--- config.mk ---
export PLATFORM = sky130hd
export DESIGN_NAME = traffic_phase_ctrl_flat
export DESIGN_NICKNAME = d
export VERILOG_FILES = /design/src/rtl/traffic_phase_ctrl_if.sv /design/src/rtl/traffic_phase_ctrl.sv /design/src/flat_wrapper.sv
export SDC_FILE = /design/constraint.sdc
export NUM_CORES = 1
export LEC_CHECK = 0
export CORE_MARGIN = 5
export CORE_UTILIZATION = 55
export CTS_BUF_LIST = sky130_fd_sc_hd__clkbuf_8
export CTS_CLUSTER_SIZE = 10
export DETAILED_ROUTE_END_ITERATION = 16
export DONT_BUFFER_PORTS = 1
export PLACE_DENSITY = 0.81
export SLEW_MARGIN = 25
export SYNTH_ARGS = -nofsm -noshare
export SYNTH_HDL_FRONTEND = slang
export SYNTH_SLANG_ARGS = --single-unit
export TNS_END_PERCENT = 20
--- constraint.sdc ---
create_clock -name clk_i -period 2.3 [get_ports clk_i]
set_input_delay 0.345 -clock clk_i [delete_from_list [all_inputs] [get_ports clk_i]]
set_output_delay 0.345 -clock clk_i [all_outputs]
set_load 0.1 [all_outputs]
--- src/rtl/traffic_phase_ctrl_if.sv ---
// Control/status bundle for traffic_phase_ctrl: run and emergency requests in,
// lamp aspects and packed-BCD countdowns out.
interface traffic_phase_ctrl_if #(
    parameter int DIGITS = 2
) ();
    logic                en_i;
    logic                emerg_i;
    logic [3:0]          lampa_o;
    logic [3:0]          lampb_o;
    logic [4*DIGITS-1:0] acount_o;
    logic [4*DIGITS-1:0] bcount_o;

    modport master (
        output en_i, emerg_i,
        input  lampa_o, lampb_o, acount_o, bcount_o
    );

    modport slave (
        input  en_i, emerg_i,
        output lampa_o, lampb_o, acount_o, bcount_o
    );
endinterface

--- src/rtl/traffic_phase_ctrl.sv ---
// Two-approach traffic signal controller: one phase FSM drives both lamps, with an
// emergency all-red hold, half-aware resume and per-approach BCD countdown displays.
module traffic_phase_ctrl #(
    parameter int DIGITS    = 2,
    parameter int TICK_DIV  = 1,
    parameter int T_GREEN_A = 40,
    parameter int T_LEFT_A  = 15,
    parameter int T_GREEN_B = 30,
    parameter int T_LEFT_B  = 15,
    parameter int T_YELLOW  = 5
) (
    input  logic                clk_i,
    input  logic                rst_i,
    traffic_phase_ctrl_if.slave bus
);
    localparam int CW    = 4 * DIGITS;
    localparam int MAXV  = (10 ** DIGITS) - 1;
    localparam int RED_A = T_GREEN_B + T_LEFT_B + 2 * T_YELLOW;
    localparam int RED_B = T_GREEN_A + T_LEFT_A + 2 * T_YELLOW;
    localparam int RW    = $clog2(MAXV + 1);
    localparam int PW    = (TICK_DIV > 1) ? $clog2(TICK_DIV) : 1;

    localparam logic [3:0] L_LEFT  = 4'b0001;
    localparam logic [3:0] L_GREEN = 4'b0010;
    localparam logic [3:0] L_YEL   = 4'b0100;
    localparam logic [3:0] L_RED   = 4'b1000;

    if (TICK_DIV < 1 || T_GREEN_A < 2 || T_LEFT_A < 2 || T_GREEN_B < 2 ||
        T_LEFT_B < 2 || T_YELLOW < 2 || T_GREEN_A > MAXV || T_LEFT_A > MAXV ||
        T_GREEN_B > MAXV || T_LEFT_B > MAXV || T_YELLOW > MAXV ||
        RED_A > MAXV || RED_B > MAXV) begin : g_bad_params
        $error("traffic_phase_ctrl: illegal duration/prescale parameters");
    end

    function automatic logic [CW-1:0] to_bcd(input int v);
        logic [CW-1:0] r;
        int            x;
        r = '0;
        x = v;
        for (int i = 0; i < DIGITS; i++) begin
            r[4*i +: 4] = 4'(x % 10);
            x           = x / 10;
        end
        return r;
    endfunction

    // Ripple borrow from the least significant digit; a 0 digit wraps to 9.
    function automatic logic [CW-1:0] bcd_dec(input logic [CW-1:0] v);
        logic [CW-1:0] r;
        logic          borrow;
        r      = v;
        borrow = 1'b1;
        for (int i = 0; i < DIGITS; i++) begin
            if (borrow) begin
                if (v[4*i +: 4] == 4'd0) begin
                    r[4*i +: 4] = 4'd9;
                end else begin
                    r[4*i +: 4] = v[4*i +: 4] - 4'd1;
                    borrow      = 1'b0;
                end
            end
        end
        return r;
    endfunction

    localparam logic [CW-1:0] BCD_GA = to_bcd(T_GREEN_A);
    localparam logic [CW-1:0] BCD_LA = to_bcd(T_LEFT_A);
    localparam logic [CW-1:0] BCD_GB = to_bcd(T_GREEN_B);
    localparam logic [CW-1:0] BCD_LB = to_bcd(T_LEFT_B);
    localparam logic [CW-1:0] BCD_Y  = to_bcd(T_YELLOW);
    localparam logic [CW-1:0] BCD_RA = to_bcd(RED_A);
    localparam logic [CW-1:0] BCD_RB = to_bcd(RED_B);

    typedef enum logic [3:0] {
        ST_IDLE,
        ST_HOLD,
        ST_S0,
        ST_S1,
        ST_S2,
        ST_S3,
        ST_S4,
        ST_S5,
        ST_S6,
        ST_S7
    } state_t;

    function automatic logic [RW-1:0] dur_of(input state_t s);
        case (s)
            ST_S0:                      dur_of = RW'(T_GREEN_A);
            ST_S2:                      dur_of = RW'(T_LEFT_A);
            ST_S4:                      dur_of = RW'(T_GREEN_B);
            ST_S6:                      dur_of = RW'(T_LEFT_B);
            ST_S1, ST_S3, ST_S5, ST_S7: dur_of = RW'(T_YELLOW);
            default:                    dur_of = '0;
        endcase
    endfunction

    function automatic state_t next_of(input state_t s);
        case (s)
            ST_S0:   next_of = ST_S1;
            ST_S1:   next_of = ST_S2;
            ST_S2:   next_of = ST_S3;
            ST_S3:   next_of = ST_S4;
            ST_S4:   next_of = ST_S5;
            ST_S5:   next_of = ST_S6;
            ST_S6:   next_of = ST_S7;
            default: next_of = ST_S0;
        endcase
    endfunction

    function automatic logic [3:0] lamp_a_of(input state_t s);
        case (s)
            ST_S0:        lamp_a_of = L_GREEN;
            ST_S1, ST_S3: lamp_a_of = L_YEL;
            ST_S2:        lamp_a_of = L_LEFT;
            default:      lamp_a_of = L_RED;
        endcase
    endfunction

    function automatic logic [3:0] lamp_b_of(input state_t s);
        case (s)
            ST_S4:        lamp_b_of = L_GREEN;
            ST_S5, ST_S7: lamp_b_of = L_YEL;
            ST_S6:        lamp_b_of = L_LEFT;
            default:      lamp_b_of = L_RED;
        endcase
    endfunction

    // Display value loaded when an approach's lamp changes on entry to s.
    function automatic logic [CW-1:0] aload_of(input state_t s);
        case (s)
            ST_S0:        aload_of = BCD_GA;
            ST_S1, ST_S3: aload_of = BCD_Y;
            ST_S2:        aload_of = BCD_LA;
            default:      aload_of = BCD_RA;
        endcase
    endfunction

    function automatic logic [CW-1:0] bload_of(input state_t s);
        case (s)
            ST_S4:        bload_of = BCD_GB;
            ST_S5, ST_S7: bload_of = BCD_Y;
            ST_S6:        bload_of = BCD_LB;
            default:      bload_of = BCD_RB;
        endcase
    endfunction

    state_t        state_q, state_d, nxt;
    logic          resume_b_q, resume_b_d;
    logic [RW-1:0] rem_q, rem_d;
    logic [PW-1:0] presc_q, presc_d;
    logic [CW-1:0] acnt_q, acnt_d;
    logic [CW-1:0] bcnt_q, bcnt_d;
    logic [3:0]    lampa_q, lampa_d;
    logic [3:0]    lampb_q, lampb_d;
    logic          tick;
    logic          in_b_half;

    assign in_b_half = (state_q inside {ST_S4, ST_S5, ST_S6, ST_S7});

    always_ff @(posedge clk_i or posedge rst_i) begin
        if (rst_i) begin
            state_q    <= ST_IDLE;
            resume_b_q <= 1'b0;
            rem_q      <= '0;
            presc_q    <= '0;
            acnt_q     <= '0;
            bcnt_q     <= '0;
            lampa_q    <= L_RED;
            lampb_q    <= L_RED;
        end else begin
            state_q    <= state_d;
            resume_b_q <= resume_b_d;
            rem_q      <= rem_d;
            presc_q    <= presc_d;
            acnt_q     <= acnt_d;
            bcnt_q     <= bcnt_d;
            lampa_q    <= lampa_d;
            lampb_q    <= lampb_d;
        end
    end

    always_comb begin
        state_d    = state_q;
        resume_b_d = resume_b_q;
        rem_d      = rem_q;
        presc_d    = presc_q;
        acnt_d     = acnt_q;
        bcnt_d     = bcnt_q;
        tick       = 1'b0;
        nxt        = next_of(state_q);

        if (!bus.en_i) begin
            state_d = ST_IDLE;
            rem_d   = '0;
            presc_d = '0;
            acnt_d  = '0;
            bcnt_d  = '0;
        end else if (bus.emerg_i) begin
            state_d = ST_HOLD;
            rem_d   = '0;
            presc_d = '0;
            acnt_d  = '0;
            bcnt_d  = '0;
            // Resume in the half that was not interrupted; a cold start resumes at S0.
            if (state_q == ST_IDLE) begin
                resume_b_d = 1'b0;
            end else if (state_q != ST_HOLD) begin
                resume_b_d = !in_b_half;
            end
        end else if (state_q == ST_IDLE || state_q == ST_HOLD) begin
            state_d = (state_q == ST_HOLD && resume_b_q) ? ST_S4 : ST_S0;
            rem_d   = dur_of(state_d);
            presc_d = '0;
            acnt_d  = aload_of(state_d);
            bcnt_d  = bload_of(state_d);
        end else begin
            tick    = (presc_q == PW'(TICK_DIV - 1));
            presc_d = tick ? '0 : presc_q + PW'(1);
            if (tick) begin
                if (rem_q > RW'(1)) begin
                    rem_d  = rem_q - RW'(1);
                    acnt_d = bcd_dec(acnt_q);
                    bcnt_d = bcd_dec(bcnt_q);
                end else begin
                    state_d = nxt;
                    rem_d   = dur_of(nxt);
                    acnt_d  = (lamp_a_of(nxt) != lamp_a_of(state_q)) ? aload_of(nxt)
                                                                      : bcd_dec(acnt_q);
                    bcnt_d  = (lamp_b_of(nxt) != lamp_b_of(state_q)) ? bload_of(nxt)
                                                                      : bcd_dec(bcnt_q);
                end
            end
        end

        lampa_d = lamp_a_of(state_d);
        lampb_d = lamp_b_of(state_d);
    end

    assign bus.lampa_o  = lampa_q;
    assign bus.lampb_o  = lampb_q;
    assign bus.acount_o = acnt_q;
    assign bus.bcount_o = bcnt_q;
endmodule

--- src/flat_wrapper.sv ---
// flat-port wrapper written by rule: the top's interface ports become plain ports
module traffic_phase_ctrl_flat 
#(
    parameter int DIGITS    = 2,
    parameter int TICK_DIV  = 1,
    parameter int T_GREEN_A = 40,
    parameter int T_LEFT_A  = 15,
    parameter int T_GREEN_B = 30,
    parameter int T_LEFT_B  = 15,
    parameter int T_YELLOW  = 5
)
  (clk_i, rst_i, bus_en_i, bus_emerg_i, bus_lampa_o, bus_lampb_o, bus_acount_o, bus_bcount_o);
  traffic_phase_ctrl_if #(.DIGITS(DIGITS)) bus_i ();
  input  logic clk_i;
  input  logic rst_i;
  input wire logic [$bits(bus_i.en_i)-1:0] bus_en_i;
  input wire logic [$bits(bus_i.emerg_i)-1:0] bus_emerg_i;
  output wire logic [$bits(bus_i.lampa_o)-1:0] bus_lampa_o;
  output wire logic [$bits(bus_i.lampb_o)-1:0] bus_lampb_o;
  output wire logic [$bits(bus_i.acount_o)-1:0] bus_acount_o;
  output wire logic [$bits(bus_i.bcount_o)-1:0] bus_bcount_o;
  assign bus_i.en_i = bus_en_i;
  assign bus_i.emerg_i = bus_emerg_i;
  assign bus_lampa_o = bus_i.lampa_o;
  assign bus_lampb_o = bus_i.lampb_o;
  assign bus_acount_o = bus_i.acount_o;
  assign bus_bcount_o = bus_i.bcount_o;
  traffic_phase_ctrl #(.DIGITS(DIGITS), .TICK_DIV(TICK_DIV), .T_GREEN_A(T_GREEN_A), .T_LEFT_A(T_LEFT_A), .T_GREEN_B(T_GREEN_B), .T_LEFT_B(T_LEFT_B), .T_YELLOW(T_YELLOW)) u_core (.clk_i(clk_i), .rst_i(rst_i), .bus(bus_i));
endmodule
==> After elaboration in Yosys (flattened, before gate mapping) <==
Memories as Yosys holds them, arrays and structs flattened.
Index checks and enable logic that the tools add are counted.
{ "totals": {"reg_bits": 37, "romBits": 192, "n_memories": 2} }
{ "op_classes": {"addsub": 6, "n_lt_le_gt_ge": 1, "eq_ne": 41, "muxes": 90, "reduce_logical": 21} }
{ "memory_table": {"columns": ["name", "depth", "word_bits", "rd", "rd_ports_with_merged_regs", "wr", "line", "source"], "rows": [
  ["(no name shown)", 16, 6, 1, 0, 0, "traffic_phase_ctrl.sv:88", "case (s)"],
  ["(no name shown)", 16, 6, 1, 0, 0, "traffic_phase_ctrl.sv:88", null]
]} }
{ "op_table": {"columns": ["op", "count"], "rows": [
  ["4-bit two-way mux", 33],
  ["8-bit two-way mux", 12],
  ["7-bit one-hot mux with 3 select lines", 4],
  ["4-bit one-hot mux with 3 select lines", 6],
  ["4-bit by 3-bit == test with 1-bit output, second input constant", 16],
  ["7-bit two-way mux", 5],
  ["4-bit by 2-bit == test with 1-bit output, second input constant", 8],
  ["4-bit == test, second input constant", 8],
  ["1-bit two-way mux", 28],
  ["4-bit one-hot mux with 7 select lines", 1],
  ["4-bit logical NOT", 5],
  ["2-bit OR reduction", 8],
  ["4-bit by 1-bit subtractor with 4-bit output, second input constant", 4],
  ["6-bit by 1-bit != test with 1-bit output, second input constant", 2],
  ["5-bit by 4-bit != test with 1-bit output, second input constant", 2],
  ["3-bit AND reduction", 3],
  ["4-bit != test", 2],
  ["7-bit by 1-bit > comparator with 1-bit output, second input constant", 1],
  ["7-bit by 1-bit subtractor with 7-bit output, second input constant", 1],
  ["4-bit by 1-bit == test with 1-bit output, second input constant", 1],
  ["4-bit by 1-bit != test with 1-bit output, second input constant", 1],
  ["4-bit != test, second input constant", 1],
  ["4-bit nonzero test", 1],
  ["3-bit two-way mux", 1],
  ["5 further kinds", 5]
]} }

==> Depth between registers and ports, before layout <==
{ "depth": {"word_depth": 17, "ltp_mapped": 9} }

==> Least setup slack after synthesis <==
Ideal clock, no wire load.
{ "synth_path": {"path_type": "reg2reg", "startpoint": "reg u_core.bcnt_q[0], in the netlist u_core.bus.bcount_o[0]", "endpoint": "reg u_core.bcnt_q[6], in the netlist u_core.bus.bcount_o[6]", "t_arrival_ns": 2.379, "path_slack_ns": -0.203, "path_stages_with_launch": 7, "path_buffers": 0, "path_cell_list": "dfrtp_1 > inv_1 > ha_1 > and3_1 > a211oi_1 > a21oi_1 > a32o_1"} }
{ "synth_between": {"elab_chain_len": 9, "word_cells_on_any_way": 15} }
{ "synth_lines": {"columns": ["item", "line", "source"], "rows": [
  ["start: declaration", "traffic_phase_ctrl.sv:153", "logic [CW-1:0] bcnt_q, bcnt_d;"],
  ["start signal: assignment", "traffic_phase_ctrl.sv:177", "bcnt_q <= bcnt_d;"],
  ["4-bit logical NOT *", "traffic_phase_ctrl.sv:55", "if (v[4*i +: 4] == 4'd0) begin"],
  ["1-bit two-way mux *", "traffic_phase_ctrl.sv:55", null],
  ["1-bit two-way mux", "traffic_phase_ctrl.sv:221", "if (rem_q > RW'(1)) begin"],
  ["1-bit two-way mux", "traffic_phase_ctrl.sv:220", "if (tick) begin"],
  ["1-bit two-way mux", "traffic_phase_ctrl.sv:211", "end else if (state_q == ST_IDLE || state_q == ST_HOLD) begin"],
  ["1-bit two-way mux", "traffic_phase_ctrl.sv:199", "end else if (bus.emerg_i) begin"],
  ["1-bit two-way mux", "traffic_phase_ctrl.sv:193", "if (!bus.en_i) begin"],
  ["6-bit by 1-bit != test with 1-bit output (no source line) / 5-bit by 4-bit != test with 1-bit output (equally long branches)", null, null],
  ["3-bit AND reduction (no source line) *", null, null]
]} }
Mark *: on every way between the ends. The rest lies on a longest branch, timed or not. The select of a mux whose other input is x is not followed.
A chain may end at the register's enable or synchronous reset.

==> Worst setup path in the final report <==
{ "layout_path": {"startpoint": "reg u_core.rem_q[1]", "endpoint": "reg u_core.lampb_q[1], in the netlist u_core.bus.lampb_o[1]"} }
{ "layout_between": {"elab_chain_len": 9, "word_cells_on_any_way": 12} }
{ "layout_lines": {"columns": ["item", "line", "source"], "rows": [
  ["start: declaration", "traffic_phase_ctrl.sv:150", "logic [RW-1:0] rem_q, rem_d;"],
  ["start signal: assignment", "traffic_phase_ctrl.sv:174", "rem_q <= rem_d;"],
  ["7-bit by 1-bit > comparator with 1-bit output *", "traffic_phase_ctrl.sv:221", null],
  ["4-bit two-way mux *", "traffic_phase_ctrl.sv:221", null],
  ["4-bit two-way mux *", "traffic_phase_ctrl.sv:220", null],
  ["4-bit two-way mux *", "traffic_phase_ctrl.sv:211", null],
  ["4-bit two-way mux *", "traffic_phase_ctrl.sv:199", null],
  ["4-bit two-way mux *", "traffic_phase_ctrl.sv:193", null],
  ["net u_core.state_d[1]", "traffic_phase_ctrl.sv:148", "state_t state_q, state_d, nxt;"],
  ["4-bit by 3-bit == test with 1-bit output / 4-bit == test (equally long branches)", "traffic_phase_ctrl.sv:121", "case (s)"],
  ["2-bit OR reduction", "traffic_phase_ctrl.sv:121", null],
  ["4-bit one-hot mux with 3 select lines *", "traffic_phase_ctrl.sv:121", null],
  ["net u_core.lampb_d[1]", "traffic_phase_ctrl.sv:155", "logic [3:0] lampb_q, lampb_d;"],
  ["end signal: assignment", "traffic_phase_ctrl.sv:179", "lampb_q <= lampb_d;"],
  ["end: declaration", "traffic_phase_ctrl.sv:155", null]
]} }
Mark *: on every way through the listed nets, which the timed path passes. The rest lies on a longest branch.

==> run_results.csv <==
group,metric,value,unit
clock_tree,cts_tree,"yes",
sta,fin_skew,0.00566,ns
worst_hold_path,hold_class,"primary input to async pin",
synthesis,syn_inst,256,
drt,via_per_inst,5.96,
worst_setup_path,critPathMaxFanout,10,
pwr,sw_frac_of_total,33.8,%
grt,grt_max_degree,37,
synthesis,synthesis.area,2250,um2
sta,max_freq,452,MHz
drt,wl,5.54,mm
grt,grt-ovfl-total,0,
synthesis,synthArstFlopShare,100,%
worst_setup_path,cp_data_required_time,2.50,ns
final_layout,n_antenna_cell,0,
clock_tree,cts_buffers,5,
grt,antenna_found_initial,0,
pwr,p_int,1.05,mW
pwr,pwr-share-comb,25.3,%
synthesis,yosysTopAreaCellShare,37.9,%
drt,post_drt_wl_per_cell,16.4,um
worst_setup_path,startpoint,"u_core.rem_q[1]",
die,dieArea,5460,um2
pwr,p_total,1.59,mW
job,drv_cap,0,
sta,period_minus_slack,2.21,ns
synthesis,synth_largest_area_cell,"dfrtp_1",
pwr,power_frac_seq,43.5,%
die,start_util,56.6,%
sta,slew_violations,0,
grt,track_usage,22.1,%
clock_tree,cts_hold_buf,0,
clock_tree,htree_num_levels,2,
worst_setup_path,path_class,"flip-flop to flip-flop",
final_layout,areaGrowthSynthToFinish,16.9,%
sta,tns,0,ns
clock_tree,cts_max_path_buffers,2,
clock_tree,cts_sinks,36,
synthesis,synth_seq_area_share,40.2,%
sta,hold_slack,0.0351,ns
die,die-height,73.9,um
placed_design,dp_hpwl,4.15,mm
die,fp.dieW,73.9,um
synthesis,syn_nets,267,
die,boundaryPins,28,
pwr,vdd_drop_max,0.452,mV
drt,drt_pass1_iterations,5,
synthesis,synthFlopType,"dfrtp_1",
placed_design,port-buffer-count,0,
sta,rsz0062_at_grt,"false",
synthesis,synthTopCellsByArea,"dfrtp_1 (38%), a21oi_1 (5.3%), nor2_1 (4.5%), o21ai_0 (4.0%), ha_1 (3.9%)",
drt,ant_nets,0,
clock_tree,clock_latency,0.29,ns
pwr,switching_power,0.537,mW
final_layout,post-route-util,66.1,%
drt,drtIter0Drc,136,
worst_setup_path,reg2reg_from,"u_core.rem_q[1]",
sta,fin_crit_sh,96.3,%
worst_setup_path,worstPathArrival,2.41,ns
placed_design,dp_slack,0.108,ns
pwr,leakagePower,1.20,nW
worst_setup_path,crit_path_end_kind,"flip-flop",
pwr,cellPowerDensity,605,nW/um2
clock_tree,cts.clk_slew.worst_paths,0.07,ns
synthesis,postSynthAreaPerCell,8.77,um2
synthesis,synth-edff-count,0,
synthesis,ys_warn_count,0,
drt,drc,0,
run_status,outcome,"complete, no violations",
final_layout,final_net_count,299,
grt,grt_pass1_wl,9.21,mm
clock_tree,root_buffer,"clkbuf_8",
synthesis,ys_seq_elements,36,
sta,hold_violations,0,
placed_design,place_congestion,0.929,
drt,via_count,2022,
die,num_rows,23,
synthesis,yosysUniqueCellTypes,56,
sta,maxSlewHeadroom,68.0,%
final_layout,layout-drive-gt1-share,21.5,%
sta,setup_viol,0,
die,core_area,3970,um2
synthesis,synth_common_cells,"dfrtp_1 (34), nor2_1 (27), a21oi_1 (24)",
grt,grt_pass1_vias,2006,
pwr,pwr-share-clk,31.1,%
sta,tightest_slew,0.474,ns
synthesis,yosysMostFrequentCell,"dfrtp_1",
sta,layout_setup_ws,0.0857,ns
worst_setup_path,cp-start-kind,"flip-flop",
[final cells by class]
class / count / area (um2)
Fill cell: 331 / 1350
Multi-Input combinational cell: 192 / 1220
Sequential cell: 36 / 906
Timing Repair Buffer: 37 / 278
Clock buffer: 7 / 96.3
Tap cell: 50 / 62.6
Inverter: 16 / 60.1
Clock inverter: 1 / 3.75
[routing by layer]
layer / track usage, % / wire length, um / vias up
met5: 0 / 0 / -
met4: 10.5 / 115 / 0
met3: 4.79 / 303 / 11
met2: 35.9 / 2760 / 76
met1: 28.0 / 2370 / 961
li1: - / - / 974
[worst paths after layout]
check                                         end  slack (ns)  depth (start not counted)
max                         u_core.bus.lampb_o[1]        0.09                          8
min                        u_core.bus.bcount_o[1]        0.04                          2
max reg2reg                 u_core.bus.lampb_o[1]        0.09                          8
min reg2reg                     u_core.resume_b_q        0.54                          2
max in group asynchronous  u_core.bus.bcount_o[0]        1.92                          2
min in group clk_i              u_core.resume_b_q        0.26                          2
[layout by cell type (no fill, tap or decap), types with 6 or more instances in the layout]
cell type and count:
ha_1 7, o21ai_0 18, nor2_1 27, nand2_1 18
and2_1 6, dfrtp_1 32, clkbuf_8 7, a21oi_1 24
buf_4 37, nor3_1 11, a211oi_1 7, inv_1 17
[critical path, stage by stage (launching register included)]
cell and delay, ns:
dfrtp_1 0.38, inv_1 0.07, ha_1 0.17, o21bai_1 0.21, and3_2 0.33, buf_4 0.18
a211oi_4 0.36, nand3_1 0.16, nor3b_1 0.26
[registers in the layout (all words and copies together) (netlist names)]
register	cells
u_core.rem_q	7
u_core.bus.lampb_o	4
u_core.bus.lampa_o	4
u_core.resume_b_q	1
u_core.state_q	4
u_core.bus.bcount_o	8
u_core.bus.acount_o	8
[power groups by stage]
stage / combinational [mW] / sequential (mW) / clock [mW]
2_1_floorplan: 0.210 / 0.795 / 0
5_1_grt: 0.435 / 0.695 / 0.530
3_3_place_gp: 0.387 / 0.702 / 0
6_report: 0.402 / 0.692 / 0.494
4_1_cts: 0.399 / 0.691 / 0.498
3_5_place_dp: 0.396 / 0.703 / 0
[per-stage QoR]
stage,instances,instance area (um2)
after floorplan,256,2250
after global placement,330,2520
after detailed placement,330,2520
after CTS,338,2620
after global routing,339,2630
final,339,2630
[kinds of logic (layout without fill, tap and decap cells)]
family	count (synthesis)	count (layout)	synth area share (%)
buffers and inverters	28	61	5.51
AO/OA/AOI/OAI	78	78	23.2
AND/OR/NAND/NOR	95	95	21.8
multiplexers	5	5	2.34
adder cells (fa/ha/maj)	7	7	3.90
flip-flops	36	36	40.2
XOR/XNOR	7	7	3.06
[what timing repair did]
action | CTS | global route
buffers inserted | 0 | 1
setup endpoints to repair | 0 | 3
resized for setup | 0 | 1
Power figures use the tool's default switching activity.
